<file path="src/rtl/rom_reader.sv">
// Burst read engine: walks a wrapping rom address range and streams the words out with a last flag.
// Latency: start in cycle 0 -> rom_en in cycle 1 -> m_valid in cycle 3; one word per cycle while m_ready is high.
// Backpressure: reads are throttled so that queued words plus outstanding reads never exceed 4; m_data/m_last hold while stalled.
//
// Ports:
//   clk, rst            clock and synchronous active-high reset (shared with the rom)
//   start, base, count  burst command; accepted only while idle (busy == 0)
//   busy, done          busy spans accepted start through the done cycle; done is a 1-cycle pulse
//   rom_en, rom_adr     read request to the rom; rom_dat returns the word one cycle later
//   m_valid, m_ready    output stream handshake; m_data is the word, m_last marks the final word
module rom_reader #(
    parameter int WIDTH = 8,
    parameter int DEPTH = 4096,
    localparam int AW = $clog2(DEPTH)
) (
    input  logic             clk,
    input  logic             rst,
    input  logic             start,
    input  logic [AW-1:0]    base,
    input  logic [AW:0]      count,
    output logic             busy,
    output logic             done,
    output logic             rom_en,
    output logic [AW-1:0]    rom_adr,
    input  logic [WIDTH-1:0] rom_dat,
    output logic             m_valid,
    input  logic             m_ready,
    output logic [WIDTH-1:0] m_data,
    output logic             m_last
);

    typedef enum logic [1:0] {
        S_IDLE  = 2'd0,
        S_READ  = 2'd1,
        S_DRAIN = 2'd2,
        S_DONE  = 2'd3
    } state_t;

    localparam logic [AW-1:0] LAST_ADR = AW'(DEPTH - 1);
    localparam logic [AW:0]   ONE_CNT  = (AW + 1)'(1);

    state_t            state_q, state_d;
    logic [AW-1:0]     addr_q, addr_d;
    logic [AW:0]       issue_left_q, issue_left_d;
    logic [AW:0]       beats_left_q, beats_left_d;

    // v1_q marks that the rom's data register loads a word for us this cycle,
    // i.e. rom_dat is valid now and gets pushed into the FIFO at the next edge.
    logic              v1_q;

    logic [WIDTH-1:0]  mem_q [4];
    logic [1:0]        wr_ptr_q, rd_ptr_q;
    logic [2:0]        occ_q, occ_d;

    logic              issue;
    logic              push;
    logic              pop;
    logic [3:0]        pending;

    // Counting the read whose data is still in the rom register keeps the
    // FIFO from ever being offered a fifth word.
    assign pending = {1'b0, occ_q} + {3'b000, v1_q};
    assign issue   = (state_q == S_READ) && (pending < 4'd4);
    assign push    = v1_q;
    assign pop     = m_valid && m_ready;

    assign rom_en  = issue;
    assign rom_adr = addr_q;
    assign busy    = (state_q != S_IDLE);
    assign done    = (state_q == S_DONE);
    assign m_valid = (occ_q != 3'd0);
    // Gating with m_valid keeps stale FIFO contents off the bus when empty.
    assign m_data  = m_valid ? mem_q[rd_ptr_q] : '0;
    assign m_last  = m_valid && (beats_left_q == ONE_CNT);

    always_comb begin
        state_d      = state_q;
        addr_d       = addr_q;
        issue_left_d = issue_left_q;
        beats_left_d = beats_left_q;
        occ_d        = occ_q;

        case (state_q)
            S_IDLE: begin
                if (start) begin
                    addr_d       = base;
                    issue_left_d = count;
                    beats_left_d = count;
                    state_d      = (count == '0) ? S_DONE : S_READ;
                end
            end
            S_READ: begin
                if (issue && (issue_left_q == ONE_CNT)) begin
                    state_d = S_DRAIN;
                end
            end
            S_DRAIN: begin
                if (pop && (beats_left_q == ONE_CNT)) begin
                    state_d = S_DONE;
                end
            end
            S_DONE: begin
                state_d = S_IDLE;
            end
            default: begin
                state_d = S_IDLE;
            end
        endcase

        if (issue) begin
            addr_d       = (addr_q == LAST_ADR) ? '0 : addr_q + 1'b1;
            issue_left_d = issue_left_q - ONE_CNT;
        end

        if (pop) begin
            beats_left_d = beats_left_q - ONE_CNT;
        end

        case ({push, pop})
            2'b10:   occ_d = occ_q + 3'd1;
            2'b01:   occ_d = occ_q - 3'd1;
            default: occ_d = occ_q;
        endcase
    end

    always_ff @(posedge clk) begin
        if (rst) begin
            state_q      <= S_IDLE;
            addr_q       <= '0;
            issue_left_q <= '0;
            beats_left_q <= '0;
            v1_q         <= 1'b0;
            wr_ptr_q     <= 2'd0;
            rd_ptr_q     <= 2'd0;
            occ_q        <= 3'd0;
        end else begin
            state_q      <= state_d;
            addr_q       <= addr_d;
            issue_left_q <= issue_left_d;
            beats_left_q <= beats_left_d;
            v1_q         <= issue;
            occ_q        <= occ_d;
            if (push) begin
                wr_ptr_q <= wr_ptr_q + 2'd1;
            end
            if (pop) begin
                rd_ptr_q <= rd_ptr_q + 2'd1;
            end
        end
    end

    // Storage needs no reset: occupancy and pointers decide what is visible.
    always_ff @(posedge clk) begin
        if (!rst && push) begin
            mem_q[wr_ptr_q] <= rom_dat;
        end
    end

endmodule

</file>
<file path="config.mk">
export PLATFORM = sky130hd
export DESIGN_NAME = rom_reader
export DESIGN_NICKNAME = d
export VERILOG_FILES = /design/src/rtl/rom_reader.sv
export SDC_FILE = /design/constraint.sdc
export NUM_CORES = 1
export LEC_CHECK = 0
export BUFFER_PORTS_ARGS = -buffer_cell sky130_fd_sc_hd__clkbuf_2
export CORE_MARGIN = 8
export CORE_UTILIZATION = 50
export CTS_BUF_LIST = sky130_fd_sc_hd__clkbuf_4
export CTS_CLUSTER_SIZE = 30
export DETAILED_ROUTE_END_ITERATION = 8
export GPL_TIMING_DRIVEN = 1
export PLACE_DENSITY_LB_ADDON = 0.2
export REMOVE_ABC_BUFFERS = 1
export SYNTH_ARGS = -nofsm -noshare
export SYNTH_HDL_FRONTEND = slang
export SYNTH_SLANG_ARGS = --single-unit
export TNS_END_PERCENT = 10
</file>
<file path="constraint.sdc">
create_clock -name clk -period 2.9 [get_ports clk]
set_input_delay 0.145 -clock clk [delete_from_list [all_inputs] [get_ports clk]]
set_output_delay 0.145 -clock clk [all_outputs]
set_load 0.005 [all_outputs]
</file>
After elaboration in Yosys (flattened, before gate mapping):

Memory sizes are Yosys's and may differ from the RTL's. A register that Yosys moved wholly into a read port is not among the register bits.
Index checks and enable logic that the tools add are counted.

* order comparisons: 1
* multiplexer cells: 19
* $add $sub $neg: 8
* equality and inequality tests: 11
* reductions and logical operators: 19

Operators with widths (count)
* $mux 13: 4
* $mux 12: 4
* $eq 13x1->1 const B: 2
* $sub 13x1->13 const B: 2
* $logic_not 13->1: 1
* $add 12x1->12 const B: 1
* $eq 12x12->1 const B: 1
* $mux 2: 6
* $reduce_bool 2->1: 6
* $mux 8: 1
* $pmux 2 s4: 1
* $eq 2x2->1 const B: 3
* $logic_and 1x1->1: 6
* $pmux 3 s2: 1
* $add 2x1->2 const B: 2
* $add 3x1->4: 1
* $eq 2x1->1 const B: 2
* $lt 4x3->1 const B: 1
* $ne 2x2->1 const B: 2
* $reduce_and 2->1: 2
* $add 3x1->3 const B: 1
* $reduce_and 3->1: 1
* $reduce_bool 3->1: 1
* $sub 3x1->3 const B: 1
* other kinds (4): 5

* RAM bits: 32
* memories kept: 1
* word-level logic and storage cells: 67
* output and inout bits: 25
* register bits: 48
* bits of input ports: 37

Memory list
* mem_q: words 4, width 8, read ports 1, clocked after memory_dff 1, write ports 1, line 51 `logic [WIDTH-1:0] mem_q [4];`

Longest topological paths before layout:

Gate-level depths: netlist (run 1).

* depth after elaboration: 6
* depth in mapped cells: 9
* mapped depth without buffers: 8

Worst setup path after synthesis (run 1):

No wires, ideal clock.

* path type: register to register
* from: reg occ_q[0]
* to: reg occ_q[2]
* data arrival time: 1911 ps
* slack: 918 ps
* stages on the path, launching flop included: 10
* path buffers: 1
* path through: dfxtp_1 > o31ai_2 > buf_2 > inv_4 > ha_1 > inv_1 > fa_1 > xor2_1 > or3_1 > a21oi_1

* longest elaborated chain between the ends: 4
* elaborated cells between the ends (all ways): 8

RTL lines
* from (decl): line 53 `logic [2:0] occ_q, occ_d;`
* from (signal assigned): line 135 `occ_q <= 3'd0;`
* from (signal assigned): line 142 `occ_q <= occ_d;`
* $reduce_bool 3->1 (*): line 71 `assign m_valid = (occ_q != 3'd0);`
* $logic_and 1x1->1 (*): line 65 `assign pop = m_valid && m_ready;`
* net pop: line 57 `logic pop;`
* $eq 2x1->1 / $eq 2x2->1 (equally long branches): line 119 `case ({push, pop})`
* $pmux 3 s2 / $reduce_bool 2->1 (equally long branches)

The timed path passes the listed nets; every way through them passes the cells marked *.
A chain may end at the register's enable or synchronous reset.

Worst setup path after layout (run 1):

* from: reg state_q[1]
* to: reg state_q[0]

* longest elaborated chain between the ends: 5
* elaborated cells between the ends (all ways): 11

RTL lines
* from (decl): line 42 `state_t state_q, state_d;`
* from (signal assigned): line 137 `state_q <= state_d;`
* $eq 2x1->1: line 63, 83
* $logic_and 1x1->1: line 63 `assign issue = (state_q == S_READ) && (pending < 4'd4);`
* $logic_and 1x1->1: line 93 `if (issue && (issue_left_q == ONE_CNT)) begin`
* $ne 2x1->1 (no line)
* $reduce_and 3->1 (no line)

Parallel ways exist; a longest one is shown, timed or not.

==> results of run 1 <==
## registers in the layout, indices dropped and copies added, names as in the netlist, named ones only
| name | cells |
|---|---|
| beats_left_q | 13 |
| occ_q | 3 |
| mem_q | 32 |
| push | 1 |
| rom_adr | 12 |
| state_q | 2 |
| wr_ptr_q | 2 |
| rd_ptr_q | 2 |
| issue_left_q | 13 |
## layout by cell type, fill, tap and decap left out, drive strengths merged, types with 4 or more instances in the layout
cell type    count
nor3            16
o211ai           4
o21ai           22
nand3           10
nand3b           4
edfxtp          32
buf             11
mux4             8
inv             21
dfxtp           50
nand2           38
ha              14
a21oi           32
a31oi            6
nor4            14
or3              5
nor2            46
and2             8
and3             7
a2111oi          5
clkbuf          70
dlygate4sd3     18
o31ai            4
nor2b            9
xnor2            4
a211oi          11
## synthesized netlist by cell type (5+ instances only)
library cell   n
ha_1          14
inv_1         17
clkbuf_1      12
nor2b_1        9
nor2_1        45
nor3_1        16
dfxtp_1       50
mux4_2         8
or3_1          5
and3_1         7
a31oi_1        6
a211oi_1      11
nand2_1       38
nand3_1        9
edfxtp_1      32
nor4_1        11
and2_1         8
o21ai_0       22
a2111oi_0      5
a21oi_1       32
## power by group through the flow
| stage | logic [mW] | registers [mW] | clock network (mW) |
|---|---|---|---|
| 6_report | 1.78 | 1.70 | 0.696 |
| 5_1_grt | 2.02 | 1.75 | 0.765 |
| 4_1_cts | 1.79 | 1.70 | 0.710 |
| 3_5_place_dp | 1.76 | 1.72 | 0 |
| 3_3_place_gp | 1.73 | 1.72 | 0 |
| 2_1_floorplan | 1.20 | 1.66 | 0 |
## routing by layer
metal	part of all wire [%]	track usage (%)	routed length [um]
met1	47	24.6	4710
met4	0.48	6.13	48
met2	46	28.0	4610
met5	0	0	0
met3	5.6	4.42	558
## path summary, 6_finish.rpt
| check | endpoint | slack [ns] | cells after the start |
|---|---|---|---|
| setup / recovery | state_q[0] | 0.54 | 8 |
| hold / removal | beats_left_q[10] | 0.02 | 3 |
| hold reg to reg | beats_left_q[8] | 0.51 | 1 |
| setup reg to reg | state_q[0] | 0.54 | 8 |
## what timing repair did
item	in CTS	in global routing
gates resized for setup	0	0
hold buffers	18	0
hold endpoints to repair	45	0
## cells by family after synthesis
group                      count (synthesis)
buffers and inverters                     36
xor gates and xnor gates                   7
and+or+nand+nor                          170
adders and majority gates                 15
DFF                                       82
muxes                                     11
AOI/OAI and AO/OA                         99
## layout make-up
class                           count  area share [%]
Inverter                           19            1.52
Tap cell                          105            2.71
Sequential cell                    82            40.5
Timing Repair Buffer               90            11.7
Multi-Input combinational cell    302            40.6
Clock buffer                        9            1.39
Clock inverter                      7            1.57
## worst max-delay path, cell delays in order, from the launching register on
cell and delay, ns:
dfxtp_1 0.36, inv_1 0.11, ha_1 0.17, nor2b_1 0.25
nand2_1 0.20, buf_4 0.24, o31ai_1 0.47, nand3_1 0.15
a221oi_1 0.32
## per-stage QoR
step | util, % | hold WS (ns) | worst slack (ns) | total power, mW | cells
after detailed placement | 56.2 | 0.374 | 0.638 | 3.48 | 580
final | 60.2 | 0.0215 | 0.536 | 4.18 | 614
after floorplan | - | 0.214 | 0.454 | 2.86 | 403
after global placement | 56.2 | 0.362 | 0.810 | 3.45 | 580
after global routing | 60.2 | 0.0160 | 0.354 | 4.53 | 614
after CTS | 60.2 | 0.00335 | 0.568 | 4.20 | 614
==> results.py, run 1 <==
metrics = {
    "run_status": {
        "status": "completed",
    },
    "power_and_ir_drop": {
        "p_int_mw": 2.46,
        "combPwrFrac_pct": 42.6,
        "p_clk_share_pct": 16.7,
        "netSwitchingFraction_pct": 41.2,
        "power.share.sequential_pct": 40.7,
        "ir_worst_vdd_mv": 0.354,
        "p_per_area_mw_per_mm2": 861,
        "leakagePower_nw": 1.82,
        "power_switching_mw": 1.72,
    },
    "critical_path": {
        "crit_path_max_fanout": 16,
        "startpoint": "state_q[1]",
        "worst_setup_path_start_kind": "register",
        "endpoint_kind": "register",
        "critPathKind": "register to register",
        "worstPathRequired_ns": 3.23,
        "worstPathArrival_ns": 2.69,
        "reg2reg_from": "state_q[1]",
    },
    "synthesis": {
        "postSynthCellCount": 420,
        "yosys_warnings": 0,
        "synth-edff-count": 32,
        "muxShareOfSynthArea_pct": 5.22,
        "synth_ff_type": "dfxtp_1",
        "syn_area_per_cell_um2": 9.70,
        "synth_cell_types": 50,
        "synth_xor_xnor_area_share_pct": 1.50,
        "synthSimpleGateAreaFrac_pct": 21.4,
        "synth_top_family_by_area": "simple AND/OR/NAND/NOR gates",
        "synth_compound_area_share_pct": 15.5,
        "synth_top_area_cell": "dfxtp_1",
        "ys_ff_latch": 82,
        "synth-seq-area-share_pct": 48.2,
        "synthAdderAreaFrac_pct": 4.79,
        "netlist_area_mm2": 0.00407,
        "async_flop_share_pct": 0,
        "netlist_top_cells_area": "dfxtp_1 (25%), edfxtp_1 (24%), mux4_2 (4.4%), ha_1 (4.3%), nor2_1 (4.1%)",
        "yosysTopAreaCellShare_pct": 24.6,
    },
    "routing": {
        "avgViaCountPerCell": 5.64,
        "wl_mm": 9.92,
        "ant_nets": 0,
        "wl_per_cell_um": 16.2,
        "dr_total_vias": 3466,
        "drtPass1Iterations": 5,
        "remaining_drc_errors": 0,
        "drt_iter0_markers": 212,
    },
    "clocking": {
        "numClockSinks": 82,
        "worstSkewPairLatency_ns": 0.43,
        "htreeDepth": 3,
        "cts_buffer_depth": 2,
        "root_buffer": "clkbuf_4",
        "cts_tree": "yes",
        "path_clk_slew_ns": 0.15,
        "postCtsSetupBuffers": 0,
        "cts_inserted_buffers": 9,
    },
    "die": {
        "rows": 33,
        "fp.dieW_um": 106,
        "coreArea_mm2": 0.00805,
        "dieArea_mm2": 0.0113,
        "initial_core_util_pct": 50.6,
        "io_pins": 62,
        "die_h_um": 106,
    },
    "sta": {
        "finalClockSkew_ns": 0.0174,
        "finalCriticalPeriod_ns": 2.36,
        "tightest_slew_ns": 0.615,
        "finalSetupViolations": 0,
        "min_period_over_period_pct": 81.5,
        "slew_headroom_pct": 58.8,
        "final_max_slew_viol_count": 0,
        "setup_tns_ns": 0,
        "hold_violations": 0,
        "max_freq_mhz": 423,
        "rsz0062_at_grt": "false",
    },
    "grt": {
        "grt_start_max_net_pins": 33,
        "antenna_found_initial": 0,
        "grt_pass1_vias": 3399,
        "gr-total-overflow": 0,
        "grt_pass1_wl_mm": 16.6,
        "grt_use_total_pct": 18.2,
    },
    "final_layout": {
        "fin_nets": 556,
        "fin_area_mm2": 0.00485,
        "diodes": 0,
        "layout-drive-gt1-share_pct": 20.8,
        "regArea_mm2": 0.00196,
        "multi_input_area_mm2": 0.00197,
        "fillers": 715,
        "syn_to_final_growth_pct": 19.0,
    },
    "place": {
        "io_buffers": 61,
        "hpwlAfterDp_mm": 7.07,
        "dpl_cell_area_mm2": 0.00453,
        "gp_congestion": 0.834,
    },
    "min_path": {
        "worstHoldStart": "count[10]",
        "min_path_type": "primary input to register",
    },
    "flow_run": {
        "cap_violations": 0,
    },
}
No activity file was read; power rests on OpenSTA's default activity.
==> inputs of run 2 (changes only) <==
- clock period: 2.9 -> 1.9 ns (I/O delays scaled with it)
==> run 2 against run 1 <==
Global-route usage up 0.80 points. Combinational power increased by 96%. Count of clock-buffer cells in the layout grew 1. First-iteration DRC count is 4.7% lower. Worst hold slack got worse by 0.0030 ns. Final area rose by 9.4%. Non-clock buffer count increased by 33. Power is 74% higher. Final cell count rose by 5.4%. Critical path type unchanged. Highest routed layer unchanged.
==> results.py, run 2 (synthesized netlist as in run 1, its figures left out) <==
metrics = {
    "run_status": {
        "status": "completed",
    },
    "sta": {
        "slew_headroom_pct": 69.3,
        "tightest_slew_ns": 0.460,
        "rsz0062_at_grt": "true",
        "setup_tns_ns": 0,
        "max_freq_mhz": 541,
        "finalSetupViolations": 0,
        "hold_violations": 0,
        "min_period_over_period_pct": 97.2,
        "finalCriticalPeriod_ns": 1.85,
        "finalClockSkew_ns": 0.0189,
        "final_max_slew_viol_count": 0,
    },
    "die": {
        "fp.dieW_um": 106,
        "initial_core_util_pct": 50.6,
        "coreArea_mm2": 0.00805,
        "die_h_um": 106,
        "io_pins": 62,
        "dieArea_mm2": 0.0113,
        "rows": 33,
    },
    "min_path": {
        "min_path_type": "primary input to register",
        "worstHoldStart": "base[7]",
        "min_to": "rom_adr[7]",
        "holdPathStages": 5,
    },
    "final_layout": {
        "multi_input_area_mm2": 0.00211,
        "final_cells": 647,
        "syn_to_final_growth_pct": 30.2,
        "top_register": "mem_q",
        "layout-drive-gt1-share_pct": 29.7,
        "layout.cells.most_common": "clkbuf_2",
        "diodes": 0,
        "final_cell_mix": "clkbuf_2 (61), dfxtp_1 (46), nor2_1 (41)",
        "top_regs": "mem_q: 32 flops, beats_left_q: 13 flops, issue_left_q: 13 flops",
        "fin_util_pct": 65.9,
        "fin_nets": 589,
        "largest_reg_flops": 32,
        "regArea_mm2": 0.00197,
        "fillers": 651,
        "fin_area_mm2": 0.00531,
    },
    "critical_path": {
        "crit_path_max_fanout": 5,
        "reg2reg_from": "occ_q[2]",
        "worstPathRequired_ns": 2.26,
        "rr_endpoint": "occ_q[2]",
        "worstPathArrival_ns": 2.21,
        "reg2reg_slack_ns": 0.05,
        "rr_worst_depth": 8,
        "worst_setup_path_start_kind": "register",
        "endpoint_kind": "register",
        "critPathKind": "register to register",
    },
    "power_and_ir_drop": {
        "finalPower_mw": 7.29,
        "leakagePower_nw": 2.02,
        "ir_worst_vdd_mv": 0.686,
        "p_per_area_mw_per_mm2": 1370,
    },
    "clocking": {
        "numClockSinks": 82,
        "path_clk_slew_ns": 0.14,
        "worstSkewPairLatency_ns": 0.43,
        "root_buffer": "clkbuf_4",
        "htreeDepth": 3,
        "cts_inserted_buffers": 9,
        "cts_tree": "yes",
        "cts_buffer_depth": 2,
    },
    "grt": {
        "grt_pass1_wl_mm": 17.4,
        "antenna_found_initial": 0,
        "grt_start_max_net_pins": 37,
        "gr-total-overflow": 0,
        "grt_pass1_vias": 3555,
        "grt_use_total_pct": 19.0,
    },
    "routing": {
        "avgViaCountPerCell": 5.73,
        "ant_nets": 0,
        "wl_mm": 10.5,
        "dr_total_vias": 3707,
        "remaining_drc_errors": 0,
        "drtPass1Iterations": 5,
        "wl_per_cell_um": 16.2,
        "drt_iter0_markers": 202,
    },
    "flow_run": {
        "cap_violations": 0,
    },
    "place": {
        "hpwlAfterDp_mm": 7.44,
        "io_buffers": 61,
        "dp.cells": 605,
        "gp_congestion": 0.870,
        "dpl_cell_area_mm2": 0.00473,
    },
}
run 2: how the worst max path moves through the flow:
| stage | endpoint | from |
|---|---|---|
| 6_report | occ_q[2] | occ_q[2] |
| 5_1_grt | issue_left_q[5] | occ_q[0] |
| 4_1_cts | occ_q[2] | occ_q[2] |
| 3_5_place_dp | issue_left_q[5] | state_q[1] |
| 3_3_place_gp | issue_left_q[12] | state_q[0] |
| 2_1_floorplan | issue_left_q[5] | state_q[1] |
run 2: layout make-up:
class / count / share of cell area (%)
Sequential cell: 82 / 37.1
Multi-Input combinational cell: 302 / 39.8
Clock buffer: 10 / 1.42
Clock inverter: 6 / 1.70
Inverter: 19 / 1.44
Timing Repair Buffer: 123 / 16.0
Tap cell: 105 / 2.48
run 2: layer usage:
layer / share of wire [%] / GRT usage, % / vias up
li1: - / - / 1803
met1: 48 / 25.1 / 1783
met2: 46 / 29.8 / 112
met3: 5.1 / 4.54 / 9
met4: 1.3 / 6.83 / 0
met5: 0 / 0 / -
run 2: timing repair:
item,CTS,global route
endpoints found under the setup margin,8,31
pin swaps,1,6
endpoints found under the hold margin,58,0
gates resized for setup,4,39
hold buffers,25,0
buffers inserted,0,1
cloned,0,0
run 2: power breakdown:
| part | switching, mW | total [mW] | internal [mW] |
|---|---|---|---|
| logic | 1.83 | 3.49 | 1.66 |
| clock network | 0.637 | 1.19 | 0.556 |
| registers | 0.419 | 2.61 | 2.19 |
| total | 2.88 | 7.29 | 4.40 |
run 2: per-stage QoR:
step | hold slack, ns | setup WS, ns
CTS | 0.00963 | 0.0101
global route | 0.0443 | -0.0587
floorplan | 0.164 | -0.546
finish | 0.0184 | 0.0526
global placement | 0.313 | 0.0228
detailed placement | 0.313 | -0.0281
run 2: worst max-delay path, cell delays in order, from the launching register on:
cell,delay [ns]
dfxtp_2,0.41
o31ai_2,0.11
inv_4,0.07
ha_1,0.16
inv_1,0.06
fa_1,0.38
xor2_1,0.16
or3_1,0.30
a21oi_1,0.13
